===== src/rtl/grid_loader_pkg.sv =====
// Shared grid geometry, colour constants and loader state encoding used by
// the grid drawing stages.
package grid_loader_pkg;

  localparam int GRID_W   = 40;
  localparam int GRID_H   = 30;
  localparam int X_W      = 6;
  localparam int Y_W      = 5;
  localparam int COLOUR_W = 3;

  localparam logic [COLOUR_W-1:0] BLACK   = 3'b000;
  localparam logic [COLOUR_W-1:0] BLUE    = 3'b001;
  localparam logic [COLOUR_W-1:0] GREEN   = 3'b010;
  localparam logic [COLOUR_W-1:0] CYAN    = 3'b011;
  localparam logic [COLOUR_W-1:0] RED     = 3'b100;
  localparam logic [COLOUR_W-1:0] MAGENTA = 3'b101;
  localparam logic [COLOUR_W-1:0] YELLOW  = 3'b110;
  localparam logic [COLOUR_W-1:0] WHITE   = 3'b111;

  typedef enum logic [2:0] {
    ST_IDLE,
    ST_INIT,
    ST_STREAM,
    ST_DRAIN,
    ST_DONE
  } load_state_e;

endpackage


===== src/rtl/grid_loader_raster_counter.sv =====
// Raster-order x/y cell counter: x advances first, wrapping into y.
module grid_raster_counter
  import grid_loader_pkg::*;
#(
  parameter int W = GRID_W,
  parameter int H = GRID_H
) (
  input  logic           clock,
  input  logic           reset,
  input  logic           clear,
  input  logic           inc,
  output logic [X_W-1:0] x,
  output logic [Y_W-1:0] y,
  output logic           at_max
);

  logic [X_W-1:0] x_q, x_d;
  logic [Y_W-1:0] y_q, y_d;
  logic           x_last;
  logic           y_last;

  assign x_last = (x_q == X_W'(W - 1));
  assign y_last = (y_q == Y_W'(H - 1));

  always_comb begin
    x_d = x_q;
    y_d = y_q;
    if (clear) begin
      x_d = '0;
      y_d = '0;
    end else if (inc) begin
      if (x_last) begin
        x_d = '0;
        y_d = y_last ? '0 : y_q + 1'b1;
      end else begin
        x_d = x_q + 1'b1;
      end
    end
  end

  always_ff @(posedge clock or negedge reset) begin
    if (!reset) begin
      x_q <= '0;
      y_q <= '0;
    end else begin
      x_q <= x_d;
      y_q <= y_d;
    end
  end

  assign x      = x_q;
  assign y      = y_q;
  assign at_max = x_last && y_last;

endmodule


===== src/rtl/grid_loader.sv =====
// Fills the grid RAM from a level ROM (copy) or with one colour (fill),
// using a start/done pulse handshake.
module grid_loader
  import grid_loader_pkg::*;
#(
  parameter int LEVEL_BITS = 2
) (
  input  logic                      clock,
  input  logic                      reset,
  input  logic                      start,
  output logic                      done,
  output logic                      busy,
  input  logic                      mode,
  input  logic [LEVEL_BITS-1:0]     level,
  input  logic [COLOUR_W-1:0]       fill_colour,
  output logic [LEVEL_BITS+10:0]    rom_addr,
  input  logic [COLOUR_W-1:0]       rom_data,
  output logic [X_W-1:0]            grid_x,
  output logic [Y_W-1:0]            grid_y,
  output logic [COLOUR_W-1:0]       grid_in,
  output logic                      grid_write
);

  load_state_e             state_q, state_d;
  logic                    mode_q, mode_d;
  logic [LEVEL_BITS-1:0]   level_q, level_d;
  logic [COLOUR_W-1:0]     fill_q, fill_d;
  logic                    pipe_vld_q, pipe_vld_d;
  logic [X_W-1:0]          pipe_x_q, pipe_x_d;
  logic [Y_W-1:0]          pipe_y_q, pipe_y_d;
  logic [COLOUR_W-1:0]     grid_in_q;
  logic                    done_q, done_d;
  logic                    busy_q, busy_d;

  logic [X_W-1:0]          cnt_x;
  logic [Y_W-1:0]          cnt_y;
  logic                    cnt_at_max;

  grid_raster_counter #(
    .W (GRID_W),
    .H (GRID_H)
  ) u_counter (
    .clock  (clock),
    .reset  (reset),
    .clear  (state_q == ST_INIT),
    .inc    (state_q == ST_STREAM),
    .x      (cnt_x),
    .y      (cnt_y),
    .at_max (cnt_at_max)
  );

  always_comb begin
    state_d    = state_q;
    mode_d     = mode_q;
    level_d    = level_q;
    fill_d     = fill_q;
    pipe_vld_d = 1'b0;
    pipe_x_d   = pipe_x_q;
    pipe_y_d   = pipe_y_q;
    case (state_q)
      ST_IDLE: begin
        if (start) begin
          mode_d  = mode;
          level_d = level;
          fill_d  = fill_colour;
          state_d = ST_INIT;
        end
      end
      ST_INIT:   state_d = ST_STREAM;
      ST_STREAM: begin
        // The issued cell meets its ROM word one cycle later at the write port.
        pipe_vld_d = 1'b1;
        pipe_x_d   = cnt_x;
        pipe_y_d   = cnt_y;
        if (cnt_at_max) state_d = ST_DRAIN;
      end
      ST_DRAIN:  state_d = ST_DONE;
      ST_DONE:   state_d = ST_IDLE;
      default:   state_d = ST_IDLE;
    endcase
    done_d = (state_d == ST_DONE);
    busy_d = (state_d != ST_IDLE);
  end

  always_comb begin
    grid_in = grid_in_q;
    if (pipe_vld_q) grid_in = mode_q ? fill_q : rom_data;
  end

  always_ff @(posedge clock or negedge reset) begin
    if (!reset) begin
      state_q    <= ST_IDLE;
      mode_q     <= 1'b0;
      level_q    <= '0;
      fill_q     <= '0;
      pipe_vld_q <= 1'b0;
      pipe_x_q   <= '0;
      pipe_y_q   <= '0;
      grid_in_q  <= '0;
      done_q     <= 1'b0;
      busy_q     <= 1'b0;
    end else begin
      state_q    <= state_d;
      mode_q     <= mode_d;
      level_q    <= level_d;
      fill_q     <= fill_d;
      pipe_vld_q <= pipe_vld_d;
      pipe_x_q   <= pipe_x_d;
      pipe_y_q   <= pipe_y_d;
      grid_in_q  <= grid_in;
      done_q     <= done_d;
      busy_q     <= busy_d;
    end
  end

  assign rom_addr   = {level_q, cnt_y, cnt_x};
  assign grid_write = pipe_vld_q;
  assign grid_x     = pipe_x_q;
  assign grid_y     = pipe_y_q;
  assign done       = done_q;
  assign busy       = busy_q;

endmodule

===== config.mk =====
export PLATFORM = sky130hd
export DESIGN_NAME = grid_loader
export DESIGN_NICKNAME = d
export VERILOG_FILES = /design/src/rtl/grid_loader_pkg.sv /design/src/rtl/grid_loader_raster_counter.sv /design/src/rtl/grid_loader.sv
export SDC_FILE = /design/constraint.sdc
export NUM_CORES = 1
export LEC_CHECK = 0
export CORE_AREA = 2 2 50 87
export CTS_CLUSTER_DIAMETER = 200
export DETAILED_ROUTE_END_ITERATION = 7
export DIE_AREA = 0 0 52 89
export HOLD_SLACK_MARGIN = 0.12
export PLACE_DENSITY_LB_ADDON = 0.15
export SLEW_MARGIN = 0
export SYNTH_ARGS = -nofsm -noshare
export SYNTH_HDL_FRONTEND = slang
export SYNTH_SLANG_ARGS = --single-unit

===== constraint.sdc =====
create_clock -name clock -period 1.6 [get_ports clock]
set_clock_uncertainty 0.1 [all_clocks]
set_input_delay 0.16 -clock clock [delete_from_list [all_inputs] [get_ports clock]]
set_output_delay 0.16 -clock clock [all_outputs]
set_load 0.02 [all_outputs]

Yosys cells after proc, flatten, opt, wreduce, memory -nomap -nowiden
Index checks and enable logic that the tools add are counted.
W data, S select, Z words.
- memories kept: 0
- bits in read-only memories: 0
- flip-flop bits (word level): 37
- output and inout bits: 30
- RAM bits: 0
- logic and storage cells: 40
- latch bits: 0
- reductions and logical operators: 7
- muxes and demuxes: 13
- bitwise operators: 0
- equal/unequal tests: 6
- shift-type cells: 0
- magnitude comparators: 0
- divide/modulo/power cells: 0
- $add $sub $neg: 2
- $mul: 0
- operators by type and width (cell ; count):
    $mux W5 ; 4
    $mux W6 ; 3
    $mux W3 ; 4
    $pmux W3 S4 ; 1
    $add A6 B1 Y6 const B ; 1
    $eq A3 B2 Y1 const B ; 2
    $eq A6 B6 Y1 const B ; 1
    $add A5 B1 Y5 const B ; 1
    $eq A5 B5 Y1 const B ; 1
    $reduce_and A2 Y1 ; 2
    $reduce_bool A2 Y1 ; 2
    $eq A3 B1 Y1 const B ; 1
    $eq A3 B3 Y1 const B ; 1
    $logic_not A3 Y1 ; 1
    $reduce_bool A3 Y1 ; 1
    $logic_and A1 B1 Y1 ; 1
    $mux W1 ; 1

Longest topological paths before layout
Gate-level depths: netlist (run 1).
- word-level depth: 5
- gate-level depth with buffers: 7
- gate-level depth less buffers: 6

Modules after synthesis
A second synthesis (run 1) with hierarchy kept.
- cells, all modules: 132
- area, all modules: 1661.6 µm²
- by module, submodules not included (module ; cells an instance ; instances ; seq. area each (µm²) ; area each (µm²)):
    grid_loader ; 67 ; 1 ; 650.6 ; 1031.0
    grid_raster_counter ; 65 ; 1 ; 275.3 ; 630.6

Worst setup path before layout (run 1)
No wires, ideal clock.
- kind: register -> register
- start: register u_counter.x_q[3], in the netlist u_counter.x[3]
- end: register u_counter.y_q[2], in the netlist u_counter.y[2]
- data arrival time: 1486 ps
- setup slack: -122 ps
- clock period less this slack: 1722 ps
- buffers on the path: 0
- stages on the path, launching flop included: 5
- cell sequence: dfrtp_1 -> or4b_1 -> o21ba_2 -> o21ai_1 -> o41ai_2
- cells in the longest elaborated chain, start to end: 3
- RTL lines (element ; RTL line ; source):
    start, declared ; grid_loader_raster_counter.sv:17 ; logic [X_W-1:0] x_q, x_d;
    start signal, assigned ; grid_loader_raster_counter.sv:43 ; x_q <= '0;
    start signal, assigned ; grid_loader_raster_counter.sv:46 ; x_q <= x_d;
    $eq A6 B6 Y1 ; grid_loader_raster_counter.sv:22 ; assign x_last = (x_q == X_W'(W - 1));
    $reduce_bool A2 Y1 (no source line) ; n/a ;
    $reduce_and A2 Y1 (no source line) ; n/a ;
    end signal, assigned ; grid_loader_raster_counter.sv:47 ; y_q <= y_d;
    end, declared ; grid_loader_raster_counter.sv:18 ; logic [Y_W-1:0] y_q, y_d;
Every way passes these cells.
A chain may end at the register's enable or synchronous reset.

Worst setup path after layout (run 1)
- start: register state_q[1]
- end: register u_counter.y_q[2], in the netlist u_counter.y[2]
- cells in the longest elaborated chain, start to end: 3
- elaborated cells on any way between the ends: 6
- classes of those cells: eq/ne (2); mux (1); reduce/logical (3)
- RTL lines (element ; RTL line ; source):
    start, declared ; grid_loader.sv:24 ; load_state_e state_q, state_d;
    start signal, assigned ; grid_loader.sv:103 ; state_q <= state_d;
    $eq A3 B2 Y1 / $eq A3 B1 Y1 (equally long branches) ; grid_loader.sv:46, grid_loader.sv:45 ;
    $reduce_bool A2 Y1 (no source line) ; n/a ;
    $reduce_and A2 Y1 (no source line) ; n/a ;
Parallel ways exist; a longest one is shown, timed or not.

==> results.toml, run 1 <==
[route]
vias = 1329
wire_per_inst_um = 14.3
drc_errors = 0
drtPass1Iterations = 4
routed_wl_um = 3830
drt_iter0_drc = 19
via_per_inst = 4.96
postRouteAntennaNets = 0

[place]
numPortBuffers = 41
gp_congestion = 0.732
placed_cell_area_sq_um = 2240
dpl.hpwl_um = 2830

[sta]
finalCritPeriodShare_pct = 101
tns_ns = -0.0150
hold_ws_ns = 0.151
setup_viol = 2
slew_viol_final = 0
worst_pin_slew_ns = 0.263
fin_ws_ns = -0.00918
relSlewSlack_pct = 82.4
min_period_ns = 1.61
rsz0062_at_grt = "true"
clock.fmax_ghz = 0.621
hold_viol_final = 0

[global_route]
antenna_found_initial = 0
grt_start_max_net_pins = 38
grtUsageTotal_pct = 18.3
grt_overflow = 0
grt_pass1_wl_um = 6310
grt_pass1_vias = 1409

[worst_hold_path]
hold_path_class = "in -> async"

[clock_network]
path_clk_slew_ns = 0.07
cts_num_sinks = 37
cts.path.max_buffers = 2
cts_tree = "yes"
hold_buffers = 0
cts-root-buf = "clkbuf_8"
worstSkewPairLatency_ns = 0.28
htree_levels = 2
numCtsBuffers = 5

[final_layout]
utilization_pct = 62.2
final_area_sq_um = 2400
n_fill_cell = 329
drive_gt1_share_pct = 26.8
multi_input_area_sq_um = 713
syn_to_final_growth_pct = 49.1
antenna_cells = 0
layout.nets = 235
regArea_sq_um = 930

[setup_path]
crit_arrival_ns = 1.67
crit_fanout = 8
critical_path_class = "reg -> reg"
cp-start-kind = "flop"
cp.required_ns = 1.67
endpoint_kind = "flop"

[power_and_ir_drop]
powerDensity_nw_per_um2 = 1660
ir_drop_mv = 0.901
total_power_mw = 3.98
leakage_nw = 1.20

[logic_synthesis]
synth.cell_area_sq_um = 1610
avgSynthCellArea_sq_um = 10.5
seq_area_frac_synth_pct = 57.4
synth_warnings = 0
syn_nets = 168
ys_ff_latch = 37
synth.distinct_cells = 36
syn_inst = 153

[die]
die_w_um = 52
fp-row-count = 30
boundaryPins = 42
coreArea_sq_um = 3870
die_h_um = 89
initial_core_util_pct = 41.7
die_area_sq_um = 4630

[outcome]
outcome = "finished with violations"
violations = "setup timing"

[run]
drv_cap = 0
==> final timing paths <==
path	startpoint	endpoint	slack, ns	cells after the start
max	state_q[1]$_DFF_PN0_	u_counter.y[2]$_DFFE_PN0P_	-0.009	4
min	reset	u_counter.x[0]$_DFFE_PN0P_	0.15	2
max reg2reg	state_q[1]$_DFF_PN0_	u_counter.y[2]$_DFFE_PN0P_	-0.009	4
min reg2reg	grid_x[3]$_DFFE_PN0P_	grid_x[3]$_DFFE_PN0P_	0.38	2
max in group asynchronous	reset	u_counter.x[3]$_DFFE_PN0P_	1.05	2
min in group clock	grid_x[3]$_DFFE_PN0P_	grid_x[3]$_DFFE_PN0P_	0.38	2
==> cell type report <==
type | count | share of cell area [%]
flip-flops and latches | 37 | 38.7
multi-input cells | 106 | 29.7
repair buffers | 66 | 25.0
clock buffers | 7 | 3.59
well taps | 48 | 2.50
inverters | 4 | 0.624
==> worst max-delay path, cell delays in order (launching register included) <==
cell     delay [ns]
dfrtp_2        0.46
or4b_4         0.48
o21ba_4        0.24
o21ai_2        0.12
o41ai_2        0.08
==> cell usage after synthesis, drive strengths merged <==
| library cell | number | area, sq um |
|---|---|---|
| nor2 | 10 | 37.5 |
| o31ai | 1 | 7.51 |
| nand2b | 1 | 6.26 |
| o21ai | 9 | 45.0 |
| and4 | 1 | 8.76 |
| nand4b | 1 | 8.76 |
| o41ai | 1 | 16.3 |
| nor3b | 2 | 15.0 |
| or3b | 1 | 8.76 |
| nand2 | 39 | 146 |
| a22o | 2 | 17.5 |
| xor2 | 3 | 26.3 |
| mux2i | 3 | 30.0 |
| a21oi | 4 | 20.0 |
| dfrtp | 37 | 926 |
| and2 | 2 | 12.5 |
| xnor2 | 1 | 8.76 |
| nor2b | 1 | 6.26 |
| mux2 | 6 | 67.6 |
| ha | 3 | 37.5 |
| buf | 5 | 33.8 |
| a31o | 1 | 8.76 |
| a31oi | 1 | 6.26 |
| or2 | 1 | 6.26 |
| nand3 | 4 | 20.0 |
| inv | 4 | 15.0 |
| or3 | 2 | 12.5 |
| clkbuf | 1 | 3.75 |
| or4b | 1 | 10.0 |
| o21ba | 1 | 10.0 |
| nor3 | 2 | 10.0 |
| nor4b | 2 | 23.8 |
==> sequential cells by signal (all words and copies together) (netlist names) <==
signal	count
busy	1
done	1
fill_q	3
grid_in_q	3
grid_write	1
grid_x	6
grid_y	5
level_q	2
mode_q	1
state_q	3
u_counter.x	6
u_counter.y	5
==> logic make-up (layout without fill, tap and decap cells) <==
family	count (synthesis)	in the layout	share of synthesized area, %
and+or+nand+nor	70	70	20.6
muxes	9	9	6.05
adders and majority gates	3	3	2.33
buffers and inverters	10	77	3.26
AOI/OAI and AO/OA	20	20	8.15
DFF	37	37	57.4
xor gates and xnor gates	4	4	2.17
==> metrics by stage <==
step | std cells | worst slack, ns
global placement | 259 | -0.150
finish | 268 | -0.00918
detailed placement | 259 | -0.201
global route | 268 | -0.0846
floorplan | 153 | -0.0787
CTS | 267 | -0.0166
==> repair_timing <==
item | in CTS | in global routing
buffers inserted | 1 | 1
setup endpoints to repair | 38 | 27
resized for setup | 35 | 12
cloned | 0 | 0
pin swaps | 5 | 3
==> power breakdown <==
group / switching [mW] / internal (mW)
Combinational: 0.937 / 0.997
Clock: 0.305 / 0.341
Sequential: 0.205 / 1.20
==> per-layer routing <==
metal  vias up  wire (um)  GRT usage [%]
li1        648          -              -
met1       634       1450           20.3
met2        39       2080           33.1
met3         8        222           4.01
met4         0         84           7.42
met5         -          0              0
==> cell usage in the layout, fill, tap and decap left out, types with 2 or more instances in the layout <==
master / n
nand2_1: 39
dfrtp_1: 34
clkdlybuf4s50_1: 26
buf_4: 21
dlygate4sd2_1: 12
nor2_1: 9
mux2_4: 6
clkbuf_8: 6
nand3_1: 4
o21ai_1: 4
mux2i_1: 3
a21oi_1: 3
xor2_1: 3
o21ai_0: 3
ha_1: 3
buf_2: 3
dfrtp_2: 3
inv_2: 2
inv_1: 2
nor3b_1: 2
or3_1: 2
o21ai_2: 2
nor3_1: 2
and2_1: 2
a22o_1: 2
buf_6: 2
buf_12: 2
(Power assumes the default switching activity.)
==> run 2, diff against run 1 <==
Settings changed: CORE_AREA 2 2 50 87 to 2 2 65 67, DIE_AREA 0 0 52 89 to 0 0 67 69.
==> run 2 against run 1 <==
  * The run still ends with setup timing left
  * Non-clock buffer count stayed put
  * Critical path type unchanged
  * Clock power is 27% higher
  * Largest power group unchanged
  * Final cell count is 1.1% higher
  * Combinational power hardly changed
  * Critical path depth is 1 lower
  * Clock-buffer cell count stayed put
  * Flip-flop and latch count stayed put
  * Global-route usage is 0.057 points lower
  * Cell area is 0.10% higher
  * Die area is 0.11% lower
==> results.toml, run 2 (synthesis gave the netlist of run 1 again) <==
[setup_path]
endpoint_kind = "flop"
cp_top_family = "simple AND/OR/NAND/NOR gates"
critical_path_class = "reg -> reg"
crit_buf_inv = 0
crit_arrival_ns = 1.71
cp.required_ns = 1.68
slowest_stage = "or4b_4"
cp-start-kind = "flop"
worstPathCellList = "or4b_4 > o21ba_4 > o41ai_2"
critPathMaxStageDelay_ns = 0.54
crit_fanout = 8

[final_layout]
layout.nets = 235
final_common_cell = "nand2_1"
layout_common_cells = "nand2_1, dfrtp_1, clkdlybuf4s50_1"
drive_gt1_share_pct = 27.1
n_fill_cell = 335
antenna_cells = 0
syn_to_final_growth_pct = 49.3

[die]
die_h_um = 69
coreArea_sq_um = 3910
fp-row-count = 23
boundaryPins = 42
initial_core_util_pct = 41.2
die_w_um = 67
die_area_sq_um = 4620

[global_route]
grt_pass1_vias = 1378
grt.busiest_layer = "met2"
grt_overflow = 0
antenna_found_initial = 0
grt_pass1_wl_um = 6420
use_met1_pct = 21.3
met3_usage_pct = 6.04
grt_start_max_net_pins = 38
grtUsageTotal_pct = 18.3
use_met2_pct = 30.7

[route]
wire_per_inst_um = 13.8
postRouteAntennaNets = 0
drtPass1Iterations = 6
routed_wl_um = 3730
drc_errors = 0
drt_iter0_drc = 53
vias = 1335
via_per_inst = 4.93

[sta]
slew_viol_final = 0
setup_viol = 2
min_period_ns = 1.62
tns_ns = -0.0296
fin_ws_ns = -0.0229
finalCritPeriodShare_pct = 101
rsz0062_at_grt = "true"
hold_viol_final = 0
worst_pin_slew_ns = 0.262
clock.fmax_ghz = 0.616
relSlewSlack_pct = 82.4

[clock_network]
cts_num_sinks = 37
worstSkewPairLatency_ns = 0.29
htree_levels = 2
numCtsBuffers = 5
cts.path.max_buffers = 2
cts_tree = "yes"
cts-root-buf = "clkbuf_8"
path_clk_slew_ns = 0.07

[outcome]
violations = "setup timing"
outcome = "finished with violations"

[power_and_ir_drop]
ir_drop_mv = 0.568
powerDensity_nw_per_um2 = 1710
total_power_mw = 4.11
leakage_nw = 1.18

[place]
gp_congestion = 0.851
numPortBuffers = 41
dpl.hpwl_um = 2710

[run]
drv_cap = 0

[worst_hold_path]
hold_path_class = "in -> async"
## run 2: metrics by stage
stage | util (%) | cells | hold slack [ns] | area [sq um] | setup WS, ns
after CTS | 60.3 | 270 | 0.160 | 2360 | -0.0346
final | 61.5 | 271 | 0.155 | 2410 | -0.0229
after global routing | 61.5 | 271 | 0.183 | 2410 | -0.0597
after global placement | 57.4 | 261 | 0.360 | 2240 | -0.143
after detailed placement | 57.4 | 261 | 0.363 | 2240 | -0.210
after floorplan | - | 153 | -0.236 | 1620 | -0.0787
## run 2: where the power goes
group / switching [mW] / internal [mW] / total [mW]
Clock: 0.313 / 0.508 / 0.820
Sequential: 0.194 / 1.20 / 1.39
Combinational: 0.942 / 0.958 / 1.90
Total: 1.45 / 2.66 / 4.11
## run 2: what timing repair did
item	CTS	global route
endpoints found under the hold margin	0	0
buffers inserted	1	1
setup endpoints to repair	25	16
pin swaps	2	4
hold buffers	0	0
resized for setup	31	9
## run 2: cell type report
class / instances / area (sq um) / share of cell area, %
Clock buffer: 7 / 86.3 / 3.59
Clock inverter: 1 / 30.0 / 1.25
Tap cell: 50 / 62.6 / 2.60
Multi-Input combinational cell: 106 / 694 / 28.8
Sequential cell: 37 / 928 / 38.6
Inverter: 4 / 18.8 / 0.780
Timing Repair Buffer: 66 / 587 / 24.4
## run 2: worst paths after layout
check | slack [ns] | endpoint | start | cells past startpoint
max | -0.02 | u_counter.y[2]$_DFFE_PN0P_ | state_q[0]$_DFF_PN0_ | 3
min | 0.15 | grid_x[1]$_DFFE_PN0P_ | reset | 2
max reg2reg | -0.02 | u_counter.y[2]$_DFFE_PN0P_ | state_q[0]$_DFF_PN0_ | 3
min reg2reg | 0.37 | grid_y[1]$_DFFE_PN0P_ | grid_y[1]$_DFFE_PN0P_ | 2
max in group asynchronous | 1.05 | state_q[1]$_DFF_PN0_ | reset | 2
min in group clock | 0.37 | grid_y[1]$_DFFE_PN0P_ | grid_y[1]$_DFFE_PN0P_ | 2
## run 2: metal layers
layer	routed length [um]	vias to the layer above	share of wire (%)
li1	-	649	-
met1	1550	645	42
met2	1880	35	50
met3	240	6	6.4
met4	64	0	1.7
met5	0	-	0
